<file path="src/rtl/oam_dma_controller.sv">
//==============================================================================
// Module      : oam_dma_controller
// Description : $4014 OAM DMA engine; halts the CPU and copies a page into OAM
//               through the $2004 write path. OAM_DMA_ALIGN_EN adds the ALIGN state.
// Revision    : 1.0 - initial release
//==============================================================================
`default_nettype none

module oam_dma_controller #(
    parameter int TRANSFER_LENGTH = 256,
    parameter int HALT_CYCLES     = 1
) (
    input  logic        clock,
    input  logic        reset,
    input  logic        cpuCycle_EN,
    input  logic        dmaStart,
    input  logic [7:0]  dmaPage_IN,
    input  logic [7:0]  busData_IN,
    output logic        cpuHalt,
    output logic [15:0] busAddress_OUT,
    output logic        busRead,
    output logic        oamWrite_EN,
    output logic [7:0]  oamData_OUT,
    output logic        dmaActive
);

    localparam logic [2:0] c_STATE_IDLE  = 3'd0;
    localparam logic [2:0] c_STATE_HALT  = 3'd1;
`ifdef OAM_DMA_ALIGN_EN
    localparam logic [2:0] c_STATE_ALIGN = 3'd2;
`endif
    localparam logic [2:0] c_STATE_READ  = 3'd3;
    localparam logic [2:0] c_STATE_WRITE = 3'd4;

    localparam logic [7:0] c_LAST_INDEX = 8'(TRANSFER_LENGTH - 1);
    localparam logic [1:0] c_HALT_INIT  = 2'(HALT_CYCLES - 1);

    logic [2:0] r_state;
    logic [7:0] r_index;
    logic [7:0] r_page;
    logic [1:0] r_haltCount;
`ifdef OAM_DMA_ALIGN_EN
    logic       r_parity;
`endif

    logic [2:0] w_nextState;
    logic [7:0] w_nextIndex;
    logic [7:0] w_nextPage;
    logic [1:0] w_nextHaltCount;

    always_comb begin
        w_nextState     = r_state;
        w_nextIndex     = r_index;
        w_nextPage      = r_page;
        w_nextHaltCount = r_haltCount;
        case (r_state)
            c_STATE_IDLE: begin
                if (dmaStart) begin
                    w_nextState     = c_STATE_HALT;
                    w_nextPage      = dmaPage_IN;
                    w_nextIndex     = 8'd0;
                    w_nextHaltCount = c_HALT_INIT;
                end
            end
            c_STATE_HALT: begin
                if (r_haltCount == 2'd0) begin
`ifdef OAM_DMA_ALIGN_EN
                    // parity 0 now means the next cycle is a put; burn it so READ lands on a get
                    w_nextState = r_parity ? c_STATE_READ : c_STATE_ALIGN;
`else
                    w_nextState = c_STATE_READ;
`endif
                end else begin
                    w_nextHaltCount = r_haltCount - 2'd1;
                end
            end
`ifdef OAM_DMA_ALIGN_EN
            c_STATE_ALIGN: w_nextState = c_STATE_READ;
`endif
            c_STATE_READ:  w_nextState = c_STATE_WRITE;
            c_STATE_WRITE: begin
                if (r_index == c_LAST_INDEX) begin
                    w_nextState = c_STATE_IDLE;
                    w_nextIndex = 8'd0;
                end else begin
                    w_nextState = c_STATE_READ;
                    w_nextIndex = r_index + 8'd1;
                end
            end
            default: w_nextState = c_STATE_IDLE;
        endcase
    end

    always_ff @(posedge clock) begin
        if (reset) begin
            r_state        <= c_STATE_IDLE;
            r_index        <= 8'd0;
            r_page         <= 8'd0;
            r_haltCount    <= 2'd0;
`ifdef OAM_DMA_ALIGN_EN
            r_parity       <= 1'b0;
`endif
            cpuHalt        <= 1'b0;
            busAddress_OUT <= 16'h0000;
            busRead        <= 1'b0;
            oamWrite_EN    <= 1'b0;
            oamData_OUT    <= 8'h00;
            dmaActive      <= 1'b0;
        end else if (cpuCycle_EN) begin
            r_state        <= w_nextState;
            r_index        <= w_nextIndex;
            r_page         <= w_nextPage;
            r_haltCount    <= w_nextHaltCount;
`ifdef OAM_DMA_ALIGN_EN
            r_parity       <= ~r_parity;
`endif
            // Outputs are decoded from the state being entered so they are registered
            cpuHalt        <= (w_nextState != c_STATE_IDLE);
            dmaActive      <= (w_nextState != c_STATE_IDLE);
            busRead        <= (w_nextState == c_STATE_READ);
            oamWrite_EN    <= (w_nextState == c_STATE_WRITE);
            busAddress_OUT <= (w_nextState == c_STATE_READ) ? {w_nextPage, w_nextIndex} : 16'h0000;
            if (r_state == c_STATE_READ) begin
                oamData_OUT <= busData_IN;
            end
        end
    end

endmodule

`default_nettype wire
</file>
<file path="config.mk">
export PLATFORM = sky130hd
export DESIGN_NAME = oam_dma_controller
export DESIGN_NICKNAME = d
export VERILOG_FILES = /design/src/rtl/oam_dma_controller.sv
export SDC_FILE = /design/constraint.sdc
export NUM_CORES = 1
export LEC_CHECK = 0
export ABC_AREA = 1
export CAP_MARGIN = 15
export CORE_ASPECT_RATIO = 0.6
export CORE_MARGIN = 2
export CORE_UTILIZATION = 40
export CTS_CLUSTER_SIZE = 20
export DETAILED_ROUTE_END_ITERATION = 8
export PLACE_DENSITY = 0.75
export SKIP_CTS_REPAIR_TIMING = 1
export SYNTH_ARGS = -nofsm -noshare
export SYNTH_HDL_FRONTEND = slang
export SYNTH_SLANG_ARGS = --single-unit
</file>
<file path="constraint.sdc">
create_clock -name clock -period 1.8 [get_ports clock]
set_clock_uncertainty 0.15 [all_clocks]
set_input_delay 0.18 -clock clock [delete_from_list [all_inputs] [get_ports clock]]
set_output_delay 0.18 -clock clock [all_outputs]
set_load 0.1 [all_outputs]
</file>
==> flow_metrics.py, run 1 <==
metrics = {
    "run_status": {
        "status": "completed",
    },
    "floorplanning": {
        "die_h_um": 60.92,
        "fp.dieArea_um2": 6022,
        "core_area_um2": 5130,
        "initial_standard_cell_utilization_of_the_core_pct": 42.10,
        "row_count": 20,
        "die_w_um": 98.86,
        "ioPinCount": 48,
    },
    "timing": {
        "grt_setup_unrepaired": "yes",
        "period_minus_slack_ns": 1.704,
        "timing.final.setup_violations": 0,
        "fmaxAchievable_mhz": 587.0,
        "final_hold_viol_count": 0,
        "slew_headroom_pct": 70.15,
        "timing_max_transition_violations_final": 0,
        "tightestPinTransition_ns": 0.4473,
        "holdWs_ns": 0.3208,
        "worst_slack_ns": 0.09646,
        "timing.final.crit_share_pct": 94.64,
    },
    "detailed_routing": {
        "violation_count_after_the_first_detailed_routing_iteration": 76,
        "drt-vias-per-instance": 4.982,
        "drt-total-wl_um": 5167,
        "post-route-drc-count": 0,
        "detail_route.wl_per_cell_um": 12.98,
        "drt_first_pass_iters": 4,
        "via_count": 1983,
        "drt.antenna.violating_nets": 0,
    },
    "finish": {
        "layout-area-overhead-vs-synth_pct": 43.57,
        "num_antenna_cells": 0,
        "post_route_cells_drive_above_1_share_pct": 22.59,
        "multiInputGateArea_um2": 1013,
        "final_util_pct": 60.44,
        "area_taken_by_flip_flops_and_latches_um2": 963.4,
        "final_nets": 354,
        "fill_cells": 433,
    },
    "synth": {
        "ys_seq_elements": 48,
        "synthesized_netlist_cell_count": 282,
        "synthesized_area_fraction_occupied_by_xor_and_xnor_cells_pct": 0,
        "synth_area_per_cell_um2": 7.658,
        "synth-compound-area-share_pct": 23.17,
        "warning_count_from_the_yosys_run": 0,
        "synth_cell_type_count": 32,
        "main_combinational_cell_family_by_area_after_synthesis": "compound AO/OA/AOI/OAI gates",
        "synth_mux_area_share_pct": 0,
        "synthSimpleGateAreaFrac_pct": 22.07,
        "syn_nets": 304,
        "top_flip_flop_cell_by_instance_count_after_synthesis": "dfxtp_1",
        "ys_async_sr_fraction_pct": 0,
        "synth_sequential_area_ratio_pct": 44.50,
        "synth.cell_area_um2": 2160,
        "synth-adder-area-share_pct": 1.159,
        "number_of_enable_type_register_cells_in_the_synthesized_netlist": 0,
    },
    "power": {
        "vdd.ir_drop.worst_mv": 0.3557,
        "power.density_cell_area_nw_per_um2": 687.1,
        "p_leak_uw": 0.001148,
    },
    "cts": {
        "clock_sinks": 48,
        "clock_pin_slew_reported_for_the_worst_setup_and_hold_paths_after_clock_tree_synthesis_ns": 0.09,
        "cts-root-buf": "clkbuf_8",
        "cts_htree_levels": 2,
        "numCtsBuffers": 5,
        "clock_tree.buffer_depth": 2,
        "tritoncts": "yes",
        "clk_latency_ns": 0.30,
    },
    "global_route": {
        "grt_remaining_overflow": 0,
        "first_global_vias": 1826,
        "grt_pass1_wl_um": 8597,
        "gr-usage-all-layers_pct": 18.28,
        "antenna_found_initial": 0,
        "grt_start_max_net_pins": 32,
    },
    "critical_path": {
        "crit_slowest_cell": "dfxtp_2",
        "r2r-start": "r_index[0]",
        "worstPathCellList": "ha_2 -> nand2_2 -> nor2_4 -> nand2_1 -> nand2_4 -> nand2_8 -> inv_4 -> nand2_4 -> o211ai_1 -> inv_1",
        "cp_data_required_time_ns": 1.85,
        "critical_path_maximum_fanout": 10,
        "path_common_cell": "nand2_4",
        "worst-endpoint-arrival_ns": 1.75,
        "worstSetupStartpoint": "r_index[0]",
        "worstSetupStartpointType": "flip-flop",
        "timing.critical_path.to_type": "flip-flop",
        "kind_of_critical_path": "flip-flop to flip-flop",
        "largest_incremental_delay_on_the_critical_path_ns": 0.37,
    },
    "placement": {
        "port-buffer-count": 47,
        "preCtsSetupSlack_ns": 0.001532,
        "post-dp-hpwl_um": 3856,
        "globalplace.congestion": 0.8925,
    },
    "worst_hold_path": {
        "min_from": "r_page[0]",
        "min-delay-path-class": "flip-flop to flip-flop",
    },
    "run": {
        "cap_viol_max_count": 0,
    },
}
worst paths after layout:
path                                    to  slack [ns]  cells after the start
worst max-delay path            r_state[1]         0.1                     10
worst min-delay path             r_page[0]        0.32                      2
worst max register to register  r_state[1]         0.1                     10
worst min register to register   r_page[0]        0.32                      2
power by group:
part           internal [µW]  total (µW)  switching [µW]
combinational            140         364             224
clock                    306         651             345
sequential              1090        1120            25.5
metal layers:
metal,vias up,routed length (µm),track usage (%)
li1,1021,-,-
met1,878,2317,24.61
met2,76,2337,29.25
met3,8,454,4.839
met4,0,57,5.871
met5,-,0,0
critical path, delay by kind of cell (launching register included):
family / cells / cell delay [ns]
buffers and inverters: 2 / 0.15
flip-flops: 1 / 0.37
adder cells (fa/ha/maj): 1 / 0.20
AND/OR/NAND/NOR: 6 / 0.64
AO/OA/AOI/OAI: 1 / 0.09
cell type report:
type / instances / share of cell area [%]
multi-input combinational: 187 / 32.69
sequential: 48 / 31.07
timing repair buffer: 56 / 26.39
inverter: 34 / 4.237
clock buffer: 6 / 2.663
tap: 66 / 2.663
clock inverter: 1 / 0.2825
Yosys cell counts (2+ instances only):
cell type,n,share of area (%)
ha_1,2,1.2
a21oi_2,10,4.1
nand3_1,9,2.1
o21ai_0,17,3.9
a21oi_1,41,9.5
nand2_2,3,0.87
nor2_4,2,1.0
inv_1,31,5.4
o21a_1,2,0.70
o21ai_2,3,1.2
nor2_1,19,3.3
clkbuf_1,7,1.2
buf_2,4,0.93
o211ai_1,3,1.0
nand2_4,3,1.6
dfxtp_1,48,44
o21ai_1,6,1.4
nand2_1,57,9.9
a31oi_1,2,0.58
cell usage in the layout, fill, tap and decap left out:
cell type         n
nor2_1           19
nor3_2            1
inv_4             1
buf_12           28
inv_1            31
a22o_1            1
dfxtp_2           2
nor2_4            2
a21oi_2          10
nand2_8           2
a31oi_1           2
dfxtp_1          46
ha_2              1
nor3_1            1
o21a_1            2
clkbuf_8          6
nand2_4           2
buf_4             9
clkinv_4          1
a21oi_1          41
clkinv_2          1
o21ai_1           6
nand3_1           9
ha_1              1
inv_2             1
o21ai_0          17
o21ai_2           3
nand2_1          57
nand2_2           3
clkdlybuf4s50_1  19
nand4_2           1
nand3_4           1
a211oi_1          1
or2_1             1
o211ai_1          3
metrics by stage:
step                instance area, µm²  TNS (ns)  cells  power, µW
detailed placement                2988         0    390       1501
global placement                  2988         0    390       1492
CTS                               3079         0    397       2141
global route                      3100  -0.06975    398       2221
finish                            3100         0    398       2130
floorplan                         2160         0    282       1368
registers in the layout (all words and copies together) (netlist names):
register / count
oamData_OUT: 8
busAddress_OUT: 16
dmaActive: 1
r_haltCount: 2
r_index: 8
r_state: 3
r_page: 8
busRead: 1
oamWrite_EN: 1
logic make-up (layout without fill, tap and decap cells):
kind of cell / Yosys count / count (layout)
AO/OA/AOI/OAI: 86 / 86
adder cells (fa/ha/maj): 2 / 2
buffers and inverters: 47 / 97
flip-flops: 48 / 48
AND/OR/NAND/NOR: 99 / 99
Power figures use the tool's default switching activity.
==> run 2: changes to the inputs <==
--- a/config.mk
+++ b/config.mk
@@ -14,6 +14,7 @@
 export DETAILED_ROUTE_END_ITERATION = 8
 export PLACE_DENSITY = 0.75
 export SKIP_CTS_REPAIR_TIMING = 1
+export SLEW_MARGIN = 30
 export SYNTH_ARGS = -nofsm -noshare
 export SYNTH_HDL_FRONTEND = slang
 export SYNTH_SLANG_ARGS = --single-unit
==> results of run 2 <==
Final layout, timing and power as in run 1 (identical DEF).
==> run 3: changes to the inputs <==
==> constraint.sdc (replaced) <==
create_clock -name clock -period 2 [get_ports clock]
set_clock_uncertainty 0.15 [all_clocks]
set_input_delay 0.2 -clock clock [delete_from_list [all_inputs] [get_ports clock]]
set_output_delay 0.2 -clock clock [all_outputs]
set_load 0.1 [all_outputs]
==> flow_metrics.py, run 3 (synthesis gave the netlist of run 1 again) <==
metrics = {
    "detailed_routing": {
        "route.layer.met1.wl_um": 2337,
        "detail_route.wl_per_cell_um": 12.25,
        "drt_first_pass_iters": 4,
        "maxUsedRoutingLayer": "met4",
        "violation_count_after_the_first_detailed_routing_iteration": 67,
        "drt.antenna.violating_nets": 0,
        "via_count": 1953,
        "drt-vias-per-instance": 4.944,
        "post-route-drc-count": 0,
        "drt-total-wl_um": 4838,
        "route.met3.wl_um": 350,
        "met2_routed_wl_um": 2114,
    },
    "timing": {
        "worst_slack_ns": 0.2331,
        "tightestPinTransition_ns": 0.5207,
        "timing.final.setup_violations": 0,
        "timing.final.crit_share_pct": 88.34,
        "slew_headroom_pct": 65.25,
        "fmaxAchievable_mhz": 566.0,
        "final_hold_viol_count": 0,
        "timing_max_transition_violations_final": 0,
        "setup_total_negative_slack_ns": 0,
        "period_minus_slack_ns": 1.767,
        "grt_setup_unrepaired": "no",
    },
    "floorplanning": {
        "fp.dieArea_um2": 6022,
        "initial_standard_cell_utilization_of_the_core_pct": 42.10,
        "core_area_um2": 5130,
        "die_w_um": 98.86,
        "row_count": 20,
        "die_h_um": 60.92,
        "ioPinCount": 48,
    },
    "finish": {
        "mostFrequentLayoutCells": "57 x nand2_1, 48 x dfxtp_1, 41 x a21oi_1",
        "final_nets": 351,
        "num_antenna_cells": 0,
        "largest_register_ffs": 16,
        "largest_register": "busAddress_OUT",
        "final-instance-count-excl-fill": 395,
        "most_common_cell_after_layout_fill_and_taps_aside": "nand2_1",
        "post_route_cells_drive_above_1_share_pct": 20.97,
        "layout-area-overhead-vs-synth_pct": 27.40,
    },
    "power": {
        "power.density_cell_area_nw_per_um2": 763.3,
        "vdd.ir_drop.worst_mv": 0.4518,
        "p_leak_uw": 0.001078,
        "finalPower_uw": 2100,
    },
    "cts": {
        "numCtsBuffers": 5,
        "clock_pin_slew_reported_for_the_worst_setup_and_hold_paths_after_clock_tree_synthesis_ns": 0.09,
        "clock_sinks": 48,
        "clk_latency_ns": 0.30,
        "cts_htree_levels": 2,
        "clock_tree.buffer_depth": 2,
        "cts-root-buf": "clkbuf_8",
        "tritoncts": "yes",
    },
    "critical_path": {
        "setup.reg_to_reg.worst_slack_ns": 0.23,
        "path_common_cell": "nand2_4",
        "worstSetupStartpointType": "flip-flop",
        "depth_of_the_most_critical_reg_to_reg_path": 10,
        "cell_class_contributing_the_biggest_share_of_worst_path_delay": "simple AND/OR/NAND/NOR gates",
        "worstReg2RegEnd": "busAddress_OUT[4]",
        "largest_incremental_delay_on_the_critical_path_ns": 0.42,
        "crit_path_end": "busAddress_OUT[4]",
        "cp_num_cells": 10,
        "critical_path_maximum_fanout": 10,
        "crit_slowest_cell": "dfxtp_1",
        "worstSetupStartpoint": "r_index[0]",
        "kind_of_critical_path": "flip-flop to flip-flop",
        "worstPathBufferInverterCount": 1,
        "worst-endpoint-arrival_ns": 1.80,
        "timing.critical_path.to_type": "flip-flop",
        "cp_data_required_time_ns": 2.04,
        "r2r-start": "r_index[0]",
        "worstPathCellList": "ha_1 -> nand2_2 -> nor2_4 -> nand2_1 -> nand2_4 -> nand2_8 -> inv_4 -> nand2_4 -> nand2_4 -> a21oi_2",
    },
    "worst_hold_path": {
        "min-delay-path-class": "flip-flop to flip-flop",
    },
    "placement": {
        "dp_cells": 388,
        "preCtsSetupSlack_ns": 0.1550,
        "post-dp-hpwl_um": 3526,
        "globalplace.congestion": 0.8049,
        "port-buffer-count": 47,
    },
    "global_route": {
        "gr-usage-all-layers_pct": 17.36,
        "grt_start_max_net_pins": 32,
        "grt_pass1_wl_um": 8266,
        "grt_remaining_overflow": 0,
        "antenna_found_initial": 0,
        "first_global_vias": 1805,
    },
    "run": {
        "cap_viol_max_count": 0,
    },
    "run_status": {
        "status": "completed",
    },
}
run 3: cell count changes in the layout (fill, tap and decap cells not counted), sizes merged:
cell | previous run | this run
buf | 37 | 34
bufinv | 0 | 2
clkbuf | 6 | 5
clkinv | 2 | 1
run 3: routing by layer:
metal  vias to the layer above  global-route usage, %
met5                         -                      0
met1                       875                  22.89
met2                        59                  28.47
met4                         0                  4.697
met3                         4                  5.069
li1                       1015                      -
run 3: metrics by stage:
| step | hold WS, ns | util, % | instance area, µm² |
|---|---|---|---|
| floorplan | 0.1285 | - | 2160 |
| detailed placement | 0.2899 | 51.12 | 2623 |
| global route | 0.3180 | 53.63 | 2751 |
| global placement | 0.2824 | 51.12 | 2623 |
| CTS | 0.3035 | 53.63 | 2751 |
| finish | 0.3008 | 53.63 | 2751 |
run 3: worst min-delay path, stage by stage (launching register included):
cell	delay [ns]
dfxtp_1	0.32
inv_1	0.05
a21oi_1	0.05
run 3: area by class of cell:
type | instances | area [µm²]
well taps | 66 | 82.58
flip-flops and latches | 48 | 960.9
fillers | 491 | 2379
clock buffers | 5 | 68.82
inverters | 34 | 131.4
clock inverters | 2 | 60.06
multi-input cells | 187 | 1002
repair buffers | 53 | 445.4
run 3: worst min path at each step:
stage                         from              to  slack (ns)  depth (start not counted)
finish              oamData_OUT[0]  oamData_OUT[0]        0.30                          2
global route        oamData_OUT[4]  oamData_OUT[4]        0.32                          2
CTS                 oamData_OUT[0]  oamData_OUT[0]        0.30                          2
detailed placement  oamData_OUT[0]  oamData_OUT[0]        0.29                          2
global placement    oamData_OUT[0]  oamData_OUT[0]        0.28                          2
floorplan                    reset  r_haltCount[1]        0.13                          1
run 3: where the power goes:
| part | internal, µW | switching (µW) |
|---|---|---|
| Clock | 492 | 313 |
| Combinational | 99.9 | 197 |
| Sequential | 981 | 16.6 |
==> edit (config.mk and constraints of run 2) <==
Register the inputs `cpuCycle_EN`, `dmaStart`, `dmaPage_IN` and `busData_IN` before use. The logic sees them one clock later.
--- a/src/rtl/oam_dma_controller.sv
+++ b/src/rtl/oam_dma_controller.sv
@@ -36,4 +36,16 @@
     localparam logic [1:0] c_HALT_INIT  = 2'(HALT_CYCLES - 1);
 
+    logic cpuCycle_EN_q;
+    logic dmaStart_q;
+    logic [7:0] dmaPage_IN_q;
+    logic [7:0] busData_IN_q;
+
+    always_ff @(posedge clock) begin
+        cpuCycle_EN_q <= cpuCycle_EN;
+        dmaStart_q    <= dmaStart;
+        dmaPage_IN_q  <= dmaPage_IN;
+        busData_IN_q  <= busData_IN;
+    end
+
     logic [2:0] r_state;
     logic [7:0] r_index;
@@ -56,7 +68,7 @@
         case (r_state)
             c_STATE_IDLE: begin
-                if (dmaStart) begin
+                if (dmaStart_q) begin
                     w_nextState     = c_STATE_HALT;
-                    w_nextPage      = dmaPage_IN;
+                    w_nextPage      = dmaPage_IN_q;
                     w_nextIndex     = 8'd0;
                     w_nextHaltCount = c_HALT_INIT;
@@ -107,5 +119,5 @@
             oamData_OUT    <= 8'h00;
             dmaActive      <= 1'b0;
-        end else if (cpuCycle_EN) begin
+        end else if (cpuCycle_EN_q) begin
             r_state        <= w_nextState;
             r_index        <= w_nextIndex;
@@ -122,5 +134,5 @@
             busAddress_OUT <= (w_nextState == c_STATE_READ) ? {w_nextPage, w_nextIndex} : 16'h0000;
             if (r_state == c_STATE_READ) begin
-                oamData_OUT <= busData_IN;
+                oamData_OUT <= busData_IN_q;
             end
         end
Formal check against the unedited RTL: not equivalent (Yosys sat finds a counterexample within 4 cycles, from zero or initial values and one cycle with reset high).
==> edit against run 2 <==
- setup slack better by 44 ps
- first-iteration DRC count is 33% higher
- final area rose by 13%
- total power grew 39%
- area after synthesis is 15% higher
- via count grew 7.3%
- routed wire length hardly changed
- core utilization down 2.7 points
- sequential cell count is 18 higher
- critical path type unchanged
- fmax is 2.6% higher
==> edit: results (changes against run 2) <==
\begin{tabular}{lr}
\hline
Metric & Value \\
\hline
\multicolumn{2}{l}{\textbf{Status}} \\
Status & completed \\
\multicolumn{2}{l}{\textbf{Cells and area}} \\
Final-layout fill cell count & 536 (+24\%) \\
Final standard cell count with taps included and fillers excluded & 462 (+16\%) \\
Share of cells above drive strength 1 & 0.161 (-0.0645) \\
\multicolumn{2}{l}{\textbf{Timing}} \\
Hold Slack & 131 ps (-189 ps) \\
Worst Max-Slew Pin Slew & 541 ps (+94.0 ps) \\
Shortest clock period the worst path allows after layout & 1660 ps (-43.6 ps) \\
\multicolumn{2}{l}{\textbf{Synthesis}} \\
Post-synthesis instance total & 324 (+15\%) \\
Fraction of the yosys area taken by sequential cells & 0.530 (+0.0849) \\
Distinct cell type count after synthesis & 26 (-19\%) \\
Most frequent cells after synthesis & sky130\_fd\_sc\_hd\_\_nand2\_1, sky130\_fd\_sc\_hd\_\_dfxtp\_1, sky130\_fd\_sc\_hd\_\_a21oi\_1 \\
Top post-synthesis cells by area & sky130\_fd\_sc\_hd\_\_dfxtp\_1, sky130\_fd\_sc\_hd\_\_nand2\_1, sky130\_fd\_sc\_hd\_\_a21oi\_1 \\
Number of nets in the synthesized netlist & 346 (+14\%) \\
\multicolumn{2}{l}{\textbf{Route}} \\
Met2 WL & 2.36 mm (+1.0\%) \\
Wire length reported by the detailed router & 5.17 mm (about the same) \\
\multicolumn{2}{l}{\textbf{Worst setup path}} \\
Biggest cell delay along the critical path & 390 ps (+20 ps) \\
Max FO, Critical Path & 7 (-3) \\
Reg2reg end & busAddress\_OUT[4] \\
Number of cells traversed by the worst register-to-register path & 8 (-2) \\
Critical path's slowest cell & sky130\_fd\_sc\_hd\_\_dfxtp\_1 \\
\multicolumn{2}{l}{\textbf{Global route}} \\
Met3 capacity usage during global routing & 0.0655 (+0.0171) \\
Global Route met1 Usage & 0.197 (-0.0487) \\
Number of global-route vias before repair & 1,941 (+6.3\%) \\
All-layer global routing usage & 0.160 (-0.0225) \\
Met2 GRT Util & 0.260 (-0.0320) \\
\multicolumn{2}{l}{\textbf{Hold path}} \\
Instance count along the most critical hold path & 1 (-1) \\
Hold path endpoint & dmaPage\_IN\_q[5] \\
Startpoint of the most critical hold path & dmaPage\_IN[5] \\
\multicolumn{2}{l}{\textbf{Placement}} \\
Pre-CTS setup slack & 145 ps (+143 ps) \\
Gp weighted congestion & 0.880 (-1.4\%) \\
Cell count after placement & 447 (+15\%) \\
\multicolumn{2}{l}{\textbf{Clock network}} \\
Skew-Pair Late Insertion Delay & 340 ps (+40 ps) \\
Clock-pin slew on the worst setup and hold paths & 70 ps (-20 ps) \\
H-tree depth & 3 (+1) \\
\multicolumn{2}{l}{\textbf{Pwr}} \\
Peak supply drop & 0.000531 V (+49\%) \\
Lkg Pwr & 0.00140 µW (+22\%) \\
\hline
\end{tabular}
==> edit: cell count changes after synthesis, sizes merged, moves of 4 or more <==
cell,before,now
nand2,64,93
dfxtp,48,66
o21ai,26,15
a21oi,51,47
nor2,21,35
inv,33,37
==> edit: power breakdown <==
part	switching, µW	leakage (µW)	total (µW)	internal, µW
clock network	509	0.0000855	1070	566
registers	29.6	0.000541	1540	1510
logic	220	0.000777	354	134
total	759	0.00140	2970	2210
==> edit: final cells by class <==
type	instances	area [µm²]	area share
Clock buffer	13	159	0.0454
Clock inverter	2	12.5	0.00358
Inverter	37	139	0.0397
Multi-Input combinational cell	209	980	0.280
Sequential cell	66	1320	0.378
Tap cell	84	105	0.0301
Timing Repair Buffer	51	781	0.223
==> edit: cells by family after synthesis <==
group / synth area share
simple gates: 0.235
xor+xnor: 0.00351
flops: 0.530
buf+inv: 0.0793
fa+ha+maj: 0.0100
compound gates: 0.142
